===== src/rtl/register_pair_port.sv =====
// Sequences one 16-bit register-pair access into two byte accesses on the 256x8 register RAM.
// Define REGPAIR_BYTE_ACCESS_EN to add byte_en/byte_sel single-byte accesses.
module register_pair_port #(
    parameter bit BIG_ENDIAN = 1'b1
) (
    input  logic        clock,
    input  logic        reset,
    input  logic        req,
    input  logic        write,
    input  logic [3:0]  level,
    input  logic [2:0]  pair,
    input  logic [15:0] wdata,
`ifdef REGPAIR_BYTE_ACCESS_EN
    input  logic        byte_en,
    input  logic        byte_sel,
`endif
    output logic [15:0] rdata,
    output logic        busy,
    output logic        done,
    output logic        ram_write_en,
    output logic [7:0]  ram_address,
    output logic [7:0]  ram_wdata,
    input  logic [7:0]  ram_rdata
);

    typedef enum logic [2:0] {
        IDLE,
        WR_F,
        WR_S,
        RD_F,
        RD_S,
        RD_TAIL
    } state_t;

    state_t      state, state_next;
    logic [7:0]  s_byte, s_byte_next;
    logic [7:0]  first_byte, first_byte_next;
    logic        single, single_next;
    logic [15:0] rdata_next;
    logic        busy_next;
    logic        done_next;
    logic        ram_write_en_next;
    logic [7:0]  ram_address_next;
    logic [7:0]  ram_wdata_next;
    logic        accept_single;
    logic        accept_sel;

`ifdef REGPAIR_BYTE_ACCESS_EN
    assign accept_single = byte_en;
    assign accept_sel    = byte_sel;
`else
    assign accept_single = 1'b0;
    assign accept_sel    = 1'b0;
`endif

    always_ff @(posedge clock) begin
        if (reset) begin
            state        <= IDLE;
            s_byte       <= 8'h00;
            first_byte   <= 8'h00;
            single       <= 1'b0;
            rdata        <= 16'h0000;
            busy         <= 1'b0;
            done         <= 1'b0;
            ram_write_en <= 1'b0;
            ram_address  <= 8'h00;
            ram_wdata    <= 8'h00;
        end else begin
            state        <= state_next;
            s_byte       <= s_byte_next;
            first_byte   <= first_byte_next;
            single       <= single_next;
            rdata        <= rdata_next;
            busy         <= busy_next;
            done         <= done_next;
            ram_write_en <= ram_write_en_next;
            ram_address  <= ram_address_next;
            ram_wdata    <= ram_wdata_next;
        end
    end

    // The first read byte is parked in first_byte so rdata only changes on the done edge.
    always_comb begin
        state_next        = state;
        s_byte_next       = s_byte;
        first_byte_next   = first_byte;
        single_next       = single;
        rdata_next        = rdata;
        busy_next         = busy;
        done_next         = 1'b0;
        ram_write_en_next = 1'b0;
        ram_address_next  = ram_address;
        ram_wdata_next    = ram_wdata;

        case (state)
            IDLE: begin
                if (req) begin
                    busy_next        = 1'b1;
                    single_next      = accept_single;
                    s_byte_next      = BIG_ENDIAN ? wdata[7:0] : wdata[15:8];
                    ram_address_next = {level, pair, accept_single ? accept_sel : 1'b0};
                    if (write) begin
                        ram_write_en_next = 1'b1;
                        if (accept_single) begin
                            ram_wdata_next = wdata[7:0];
                            state_next     = WR_S;
                        end else begin
                            ram_wdata_next = BIG_ENDIAN ? wdata[15:8] : wdata[7:0];
                            state_next     = WR_F;
                        end
                    end else begin
                        state_next = RD_F;
                    end
                end
            end
            WR_F: begin
                ram_address_next  = {ram_address[7:1], 1'b1};
                ram_wdata_next    = s_byte;
                ram_write_en_next = 1'b1;
                state_next        = WR_S;
            end
            WR_S: begin
                done_next  = 1'b1;
                busy_next  = 1'b0;
                state_next = IDLE;
            end
            RD_F: begin
                if (single) begin
                    state_next = RD_TAIL;
                end else begin
                    ram_address_next = {ram_address[7:1], 1'b1};
                    state_next       = RD_S;
                end
            end
            RD_S: begin
                first_byte_next = ram_rdata;
                state_next      = RD_TAIL;
            end
            RD_TAIL: begin
                if (single) begin
                    rdata_next = {8'h00, ram_rdata};
                end else if (BIG_ENDIAN) begin
                    rdata_next = {first_byte, ram_rdata};
                end else begin
                    rdata_next = {ram_rdata, first_byte};
                end
                done_next  = 1'b1;
                busy_next  = 1'b0;
                state_next = IDLE;
            end
            default: begin
                state_next = IDLE;
            end
        endcase
    end

endmodule


===== config.mk =====
export PLATFORM = sky130hd
export DESIGN_NAME = register_pair_port
export DESIGN_NICKNAME = d
export VERILOG_FILES = /design/src/rtl/register_pair_port.sv
export SDC_FILE = /design/constraint.sdc
export NUM_CORES = 1
export LEC_CHECK = 0
export ABC_AREA = 1
export BUFFER_PORTS_ARGS = -buffer_cell sky130_fd_sc_hd__buf_2
export CORE_MARGIN = 2
export CORE_UTILIZATION = 30
export CTS_CLUSTER_SIZE = 30
export DETAILED_ROUTE_END_ITERATION = 16
export MAX_ROUTING_LAYER = met4
export PLACE_DENSITY = 0.55
export REMOVE_ABC_BUFFERS = 1
export SLEW_MARGIN = 30
export SYNTH_ARGS = -nofsm -noshare
export SYNTH_HDL_FRONTEND = slang
export SYNTH_SLANG_ARGS = --single-unit

===== constraint.sdc =====
create_clock -name clock -period 1.04 [get_ports clock]
set_input_delay 0.052 -clock clock [delete_from_list [all_inputs] [get_ports clock]]
set_output_delay 0.052 -clock clock [all_outputs]
set_load 0.02 [all_outputs]

==> results.cfg, run 1 <==
[worst_hold_path]
min_path_type = input port to flip-flop
holdPathStages = 3

[detailed_routing]
firstDrtPassIters = 4
wl_per_cell_um = 11.4
vias = 2130
drtIter0Drc = 97
ant_nets = 0
drt_wl_total_um = 5680
vias_per_cell = 4.29
drc = 0

[place]
dp_cells = 464
dpl.hpwl_um = 3840
routabilityCongestion = 0.727
portBuffers = 69

[finish]
insertedDiodeCount = 0
final_cell_mix = 69 x buf_2, 59 x nor2_1, 51 x dfxtp_1, 42 x nand2_1, 21 x o21ai_1
nNetsFinal = 434
utilization_pct = 48.8
instances_no_fill = 496
final_common_cell = buf_2
syn2layout_area_growth_pct = 56.9
layout-drive-gt1-share_pct = 40.3

[worst_setup_path]
critPathArrivalTime_ps = 1330
critPathLaunchType = flip-flop
reg2reg_depth = 6
setup.worst_path.class = flip-flop to flip-flop
crit_required_ps = 1250
end_kind = flip-flop
path_max_fanout = 6

[floorplan]
die_y_um = 88.2
coreArea_mm2 = 0.00683
dieArea_mm2 = 0.00778
start_util_pct = 31.1
die_x_um = 88.2
num_rows = 30
io_pins = 70

[yosys]
yosys.area_share.simple_pct = 30.0
synthXorXnorAreaFrac_pct = 0
synth_top_family_by_area = simple AND/OR/NAND/NOR gates
synth_cell_types = 21
synth.area.mux_share_pct = 0
netlist_instances = 286
yosys_warnings = 0
avgSynthCellArea_um2 = 7.43
ys_ff_latch = 54
netlist_area_mm2 = 0.00213
yosysSeqAreaShare_pct = 50.9
synth_fa_ha_area_share_pct = 0
synth-compound-area-share_pct = 11.8

[sta]
rsz0062_at_grt = true
max_slew_margin_pct = 87.8
fin_skew_ps = 9.77
setup_slack_ps = -84.3
finalMaxSlewViolations = 0
final-hold-violation-count = 1
setup_violations = 47
min_period_over_period_pct = 108
min_period_ps = 1120
fin_hold_ws_ps = -0.201
worst_pin_slew_ps = 182
fin_setup_tns_ps = -1650
fmax_mhz = 889

[power_and_ir_drop]
power_density_mw_per_mm2 = 1660
leakage_nw = 1.55
vdd_ir_drop_max_mv = 0.723

[outcome]
status = finished with violations
violations = negative hold slack, negative setup slack

[job]
max-cap-violations = 0

[clock_tree]
h-tree-depth = 2
path_clk_slew_ps = 100
cts_buffers = 5
clk_latency_ps = 310
numClockSinks = 54
cts_tree = built
clk_path_buf_depth = 2
cts-root-buf = clkbuf_8

[global_routing]
grt.total_usage_pct = 15.2
grt_first_pass_wirelength_um = 8910
gr-total-overflow = 0
first_global_vias = 1966
grt_max_degree = 38
antenna_found_initial = 0
[synthesized netlist by cell type (all sizes together)]
library cell  number  area [um2]
nor2              74         280
o21a               1        7.51
inv               19        71.3
nand2             54         208
clkbuf             6        27.5
nand3             23         138
a21oi             17        88.8
o21ai             31         155
and2               2        12.5
buf                5        56.3
dfxtp             54        1080
[power breakdown]
group / internal, mW / leakage (nW) / switching, mW
combinational: 0.653 / 1.04 / 0.819
sequential: 2.24 / 0.443 / 0.101
clock: 1.03 / 0.0714 / 0.695
[critical path, stage by stage, from the launching register on]
cell and delay (ps):
dfxtp_4 370, nor2_4 140, nand3_4 130, buf_6 160, nand2_2 40, o21ai_1 50, and2_1 120
[area by class of cell]
cell class,count,area (um2)
fillers,708,3500
flip-flops and latches,54,1090
multi-input cells,203,1070
repair buffers,116,831
well taps,96,120
clock buffers,6,82.6
inverters,19,81.3
clock inverters,2,60.1
[final timing paths]
kind / startpoint / endpoint / slack, ps
hold / removal: ram_rdata[7] / first_byte[7]$_SDFFE_PP0N_ / -0.2
setup reg to reg: state[0]$_SDFFE_PP0P_ / ram_address[6]$_SDFFE_PP0P_ / -80
setup / recovery: state[0]$_SDFFE_PP0P_ / ram_address[6]$_SDFFE_PP0P_ / -80
hold reg to reg: ram_address[0]$_SDFFE_PP0P_ / ram_address[0]$_SDFFE_PP0P_ / 460
[registers in the layout (all words and copies together), names as in the netlist]
signal	cells
ram_address	8
busy	1
state	3
ram_wdata	8
first_byte	8
ram_write_en	1
s_byte	8
done	1
rdata	16
[per-layer routing]
layer | GRT usage, % | wire length (um) | up-vias
met4 | 6.20 | 72 | 0
met1 | 19.0 | 2650 | 955
met3 | 3.11 | 189 | 6
met2 | 23.9 | 2760 | 32
met5 | - | 0 | -
li1 | - | - | 1137
[stage by stage]
| step | cell area [um2] | power, mW | setup WS (ps) |
|---|---|---|---|
| 4_1_cts | 3150 | 5.43 | -86.0 |
| 3_3_place_gp | 2730 | 3.54 | -169 |
| 6_report | 3330 | 5.54 | -84.3 |
| 3_5_place_dp | 2730 | 3.56 | -236 |
| 2_1_floorplan | 2040 | 3.04 | -275 |
| 5_1_grt | 3330 | 5.85 | -137 |
[cell families after synthesis]
kind of cell           Yosys count
DFF                             54
buffers and inverters           30
and+or+nand+nor                153
AOI/OAI and AO/OA               49
[what timing repair did]
action | 4_1_cts | 5_1_grt
setup endpoints to repair | 51 | 53
hold buffers | 18 | 1
setup buffers | 3 | 1
pin swaps | 4 | 9
cloned | 0 | 2
endpoints found under the hold margin | 19 | 1
resized for setup | 41 | 53
(Power assumes the default switching activity.)
==> run 2: changes to the inputs <==
- ABC_AREA: 1 -> 0
==> results.cfg, run 2 <==
[outcome]
status = finished with violations
violations = negative setup slack

[finish]
insertedDiodeCount = 0
fillers = 643
seqCellArea_mm2 = 0.00108
nNetsFinal = 377
final_cell_mix = 70 x buf_2, 51 x dfxtp_1, 38 x nand2_1, 25 x a21oi_1, 23 x dlygate4sd3_1
largest_reg_flops = 16
final_common_cell = buf_2
syn2layout_area_growth_pct = 58.0
multiInputGateArea_mm2 = 0.00109
layout-drive-gt1-share_pct = 45.5
design_area_mm2 = 0.00328
instances_no_fill = 423
regMostFlops = rdata

[yosys]
synthTopCellsByCount = 55 x nand2_1, 54 x dfxtp_1, 42 x a21oi_1
ys_async_sr_fraction_pct = 0
avgSynthCellArea_um2 = 8.91
yosysMostFrequentCell = nand2_1
synth-main-ff-cell = dfxtp_1
yosysTopAreaCell = dfxtp_1
netlist_instances = 233
synthTopCellsByArea = dfxtp_1 52%, a21oi_1 10%, nand2_1 9.9%
ys_ff_latch = 54
yosys_warnings = 0
synth_cell_types = 28
netlist_area_mm2 = 0.00208
synth_top_area_share_pct = 52.1
yosysSeqAreaShare_pct = 52.1
synth-edff-count = 0

[power_and_ir_drop]
power_density_mw_per_mm2 = 1300
leakage_nw = 1.47
total_power_mw = 4.26
vdd_ir_drop_max_mv = 0.601

[sta]
setup_slack_ps = -267
fin_skew_ps = 3.84
fin_setup_tns_ps = -10140
min_period_over_period_pct = 126
worst_pin_slew_ps = 434
finalMaxSlewViolations = 0
min_period_ps = 1310
fmax_mhz = 765
rsz0062_at_grt = true
max_slew_margin_pct = 71.1
setup_violations = 52
final-hold-violation-count = 0

[global_routing]
grt_max_degree = 26
grt_first_pass_wirelength_um = 8320
gr-total-overflow = 0
grt.total_usage_pct = 14.2
first_global_vias = 1763
antenna_found_initial = 0

[clock_tree]
cts-root-buf = clkbuf_8
path_clk_slew_ps = 90
numClockSinks = 54
h-tree-depth = 2
clk_latency_ps = 300
cts_tree = built
clk_path_buf_depth = 2
cts_buffers = 5

[floorplan]
die_y_um = 87.2
io_pins = 70
dieArea_mm2 = 0.00760
die_x_um = 87.2
coreArea_mm2 = 0.00676
num_rows = 30
start_util_pct = 30.7

[worst_setup_path]
cp_top_family = simple AND/OR/NAND/NOR gates
path_buf_inv = 1
max_stage_delay_ps = 550
critPathLaunchType = flip-flop
crit_required_ps = 1230
critPathArrivalTime_ps = 1500
end_kind = flip-flop
setup.worst_path.class = flip-flop to flip-flop
slowest_stage = or4b_4
crit_chain = or4b_4, buf_6, nand2_1, a21oi_2
path_max_fanout = 10

[detailed_routing]
vias = 2004
drc = 0
drtIter0Drc = 68
firstDrtPassIters = 4
vias_per_cell = 4.74
ant_nets = 0
wl_per_cell_um = 13.2
drt_wl_total_um = 5590

[place]
dpl.hpwl_um = 3420
dpl_cell_area_mm2 = 0.00258
dp_cells = 381
portBuffers = 69
routabilityCongestion = 0.752

[worst_hold_path]
min_path_type = input port to flip-flop

[job]
max-cap-violations = 0
==> run 2: cell types whose count changed in the layout (fill, tap and decap cells not counted), moves of 11 or more <==
cell,before,now
a21oi_1,7,25
inv_1,13,2
mux2i_1,0,16
nand3_1,18,2
nor2_1,59,11
nor2_2,13,0
o21ai_1,21,0
==> run 2: worst paths after layout <==
check	start	to	slack [ps]	depth (start not counted)
worst max-delay path	state[1]$_SDFFE_PP0P_	ram_address[7]$_SDFFE_PP0P_	-270	4
worst min-delay path	write	state[1]$_SDFFE_PP0P_	80	4
worst max register to register	state[1]$_SDFFE_PP0P_	ram_address[7]$_SDFFE_PP0P_	-270	4
worst min register to register	rdata[9]$_SDFFE_PP0N_	rdata[9]$_SDFFE_PP0N_	460	2
==> run 2: power breakdown <==
group / total, mW / internal, mW / leakage (nW) / switching, mW
logic: 0.839 / 0.411 / 0.983 / 0.429
registers: 2.22 / 2.17 / 0.441 / 0.0540
clock network: 1.20 / 0.539 / 0.0482 / 0.665
==> run 2: worst reg2reg max path, stage by stage (launching register included) <==
cell and delay [ps]:
dfxtp_2 340, or4b_4 550, buf_6 160, nand2_1 90
a21oi_2 50
==> run 2: cell families (layout without fill, tap and decap cells) <==
| kind of cell | after synthesis | in the layout | synth area share [%] |
|---|---|---|---|
| simple gates | 87 | 88 | 19.2 |
| flops | 54 | 54 | 52.1 |
| compound gates | 55 | 55 | 14.9 |
| mux | 16 | 16 | 7.72 |
| buf+inv | 21 | 130 | 6.09 |
==> run 2: layout make-up <==
type | count | area share (%)
inverter | 2 | 0.229
sequential | 54 | 33.1
timing repair buffer | 120 | 27.7
clock buffer | 7 | 2.63
multi-input combinational | 159 | 33.2
tap | 80 | 3.05
clock inverter | 1 | 0.153
==> run 2: timing repair <==
| action | in CTS | in global routing |
|---|---|---|
| setup buffers | 1 | 5 |
| resized for setup | 14 | 61 |
| gates cloned | 2 | 3 |
| endpoints found under the setup margin | 53 | 53 |
| hold endpoints to repair | 25 | 1 |
| hold buffers | 22 | 1 |
| pin swaps | 2 | 35 |
==> run 2: metal layers <==
metal	track usage [%]	wire, um	vias to the layer above
met1	18.6	2500	952
met3	3.32	175	7
li1	-	-	1015
met4	4.20	67	0
met2	21.9	2850	30
met5	-	0	-
==> run 2: metrics by stage <==
step,hold slack (ps),worst slack (ps),util (%)
floorplan,117,-968,-
global placement,296,-252,38.2
detailed placement,301,-269,38.2
CTS,6.98,-262,43.7
global route,90.5,-342,48.5
finish,75.5,-267,48.5
==> run 3: changes to the inputs <==
- ABC_AREA: 0 -> 1
- CTS_CLUSTER_DIAMETER: not set -> 200
- HOLD_SLACK_MARGIN: not set -> 0.15
==> results.cfg, run 3 (synthesis gave the netlist of run 1 again) <==
[sta]
setup_slack_ps = -96.1
final-hold-violation-count = 0
max_slew_margin_pct = 89.1
fin_skew_ps = 9.51
fmax_mhz = 880
fin_hold_ws_ps = 261
worst_pin_slew_ps = 162
min_period_over_period_pct = 109
setup_violations = 48
finalMaxSlewViolations = 0
min_period_ps = 1140
rsz0062_at_grt = true

[outcome]
violations = negative setup slack
status = finished with violations

[clock_tree]
clk_path_buf_depth = 2
cts-root-buf = clkbuf_8
h-tree-depth = 2
path_clk_slew_ps = 100
numClockSinks = 54
cts_buffers = 5
cts_tree = built
clk_latency_ps = 310

[worst_hold_path]
min_path_type = input port to flip-flop
holdPathStages = 5

[floorplan]
die_x_um = 88.2
num_rows = 30
die_y_um = 88.2
dieArea_mm2 = 0.00778
io_pins = 70
start_util_pct = 31.1
coreArea_mm2 = 0.00683

[power_and_ir_drop]
leakage_nw = 1.62
vdd_ir_drop_max_mv = 0.782
power_density_mw_per_mm2 = 1600

[place]
portBuffers = 69
dpl.hpwl_um = 3840
routabilityCongestion = 0.727
dpl_worst_slack_ps = -236

[finish]
utilization_pct = 51.4
multiInputGateArea_mm2 = 0.00107
largest_reg_flops = 16
final_cell_mix = 69 x buf_2, 56 x nor2_1, 51 x dfxtp_1, 43 x nand2_1, 33 x dlygate4sd3_1
insertedDiodeCount = 0
seqCellArea_mm2 = 0.00109
syn2layout_area_growth_pct = 65.2
fillers = 691
regMostFlops = rdata
layout-drive-gt1-share_pct = 39.5
nNetsFinal = 449
final_common_cell = buf_2

[worst_setup_path]
end_kind = flip-flop
critPathLaunchType = flip-flop
path_max_fanout = 6
critPathArrivalTime_ps = 1350
crit_required_ps = 1250
r2r_setup_slack_ps = -100
reg2reg_depth = 6
setup.worst_path.class = flip-flop to flip-flop

[global_routing]
gr-total-overflow = 0
first_global_vias = 2061
antenna_found_initial = 0
grt_first_pass_wirelength_um = 9230
grt.total_usage_pct = 15.7
grt_max_degree = 38

[detailed_routing]
vias_per_cell = 4.37
drtIter0Drc = 87
drc = 0
drt_wl_total_um = 6220
ant_nets = 0
wl_per_cell_um = 12.2
firstDrtPassIters = 4
vias = 2233

[job]
max-cap-violations = 0
[run 3: final timing paths]
| path | startpoint | endpoint |
|---|---|---|
| hold reg to reg | ram_address[0]$_SDFFE_PP0P_ | ram_address[0]$_SDFFE_PP0P_ |
| setup / recovery | state[0]$_SDFFE_PP0P_ | ram_address[6]$_SDFFE_PP0P_ |
| hold / removal | req | state[0]$_SDFFE_PP0P_ |
| setup reg to reg | state[0]$_SDFFE_PP0P_ | ram_address[6]$_SDFFE_PP0P_ |
[run 3: critical path: stages, from the launching register on]
cell and delay [ps]:
dfxtp_4 370, nor2_4 150, nand3_4 130, buf_6 160, nand2_2 40, o21ai_1 50
and2_1 120
[run 3: layout make-up]
type	instances	area share [%]
clock buffers	6	2.35
clock inverters	2	1.71
inverters	19	2.49
multi-input cells	203	30.5
flip-flops and latches	54	31.1
well taps	96	3.42
repair buffers	131	28.5
[run 3: metal layers]
metal | global-route usage [%] | part of all wire, % | up-vias
li1 | - | - | 1167
met5 | - | 0 | -
met2 | 24.8 | 50 | 38
met3 | 3.11 | 3.0 | 9
met4 | 6.34 | 1.6 | 0
met1 | 19.5 | 46 | 1019
[run 3: report_power, final]
group	switching [mW]	internal (mW)	total [mW]
Combinational	0.849	0.703	1.55
Clock	0.705	1.03	1.73
Sequential	0.101	2.24	2.34
Total	1.66	3.97	5.63
[run 3: through the flow]
stage	power, mW	setup TNS (ps)	instances	instance area [um2]
2_1_floorplan	3.04	-7230	275	2040
3_3_place_gp	3.54	-3500	464	2730
3_5_place_dp	3.56	-4580	464	2730
4_1_cts	5.47	-2140	507	3300
5_1_grt	5.93	-5240	511	3510
6_report	5.63	-1950	511	3510
[run 3: what timing repair did]
item | CTS | global route
pin swaps | 4 | 9
buffers inserted | 3 | 1
setup endpoints to repair | 51 | 54
hold endpoints to repair | 45 | 0
cloned | 0 | 3
hold buffers | 33 | 0
gates resized for setup | 41 | 58
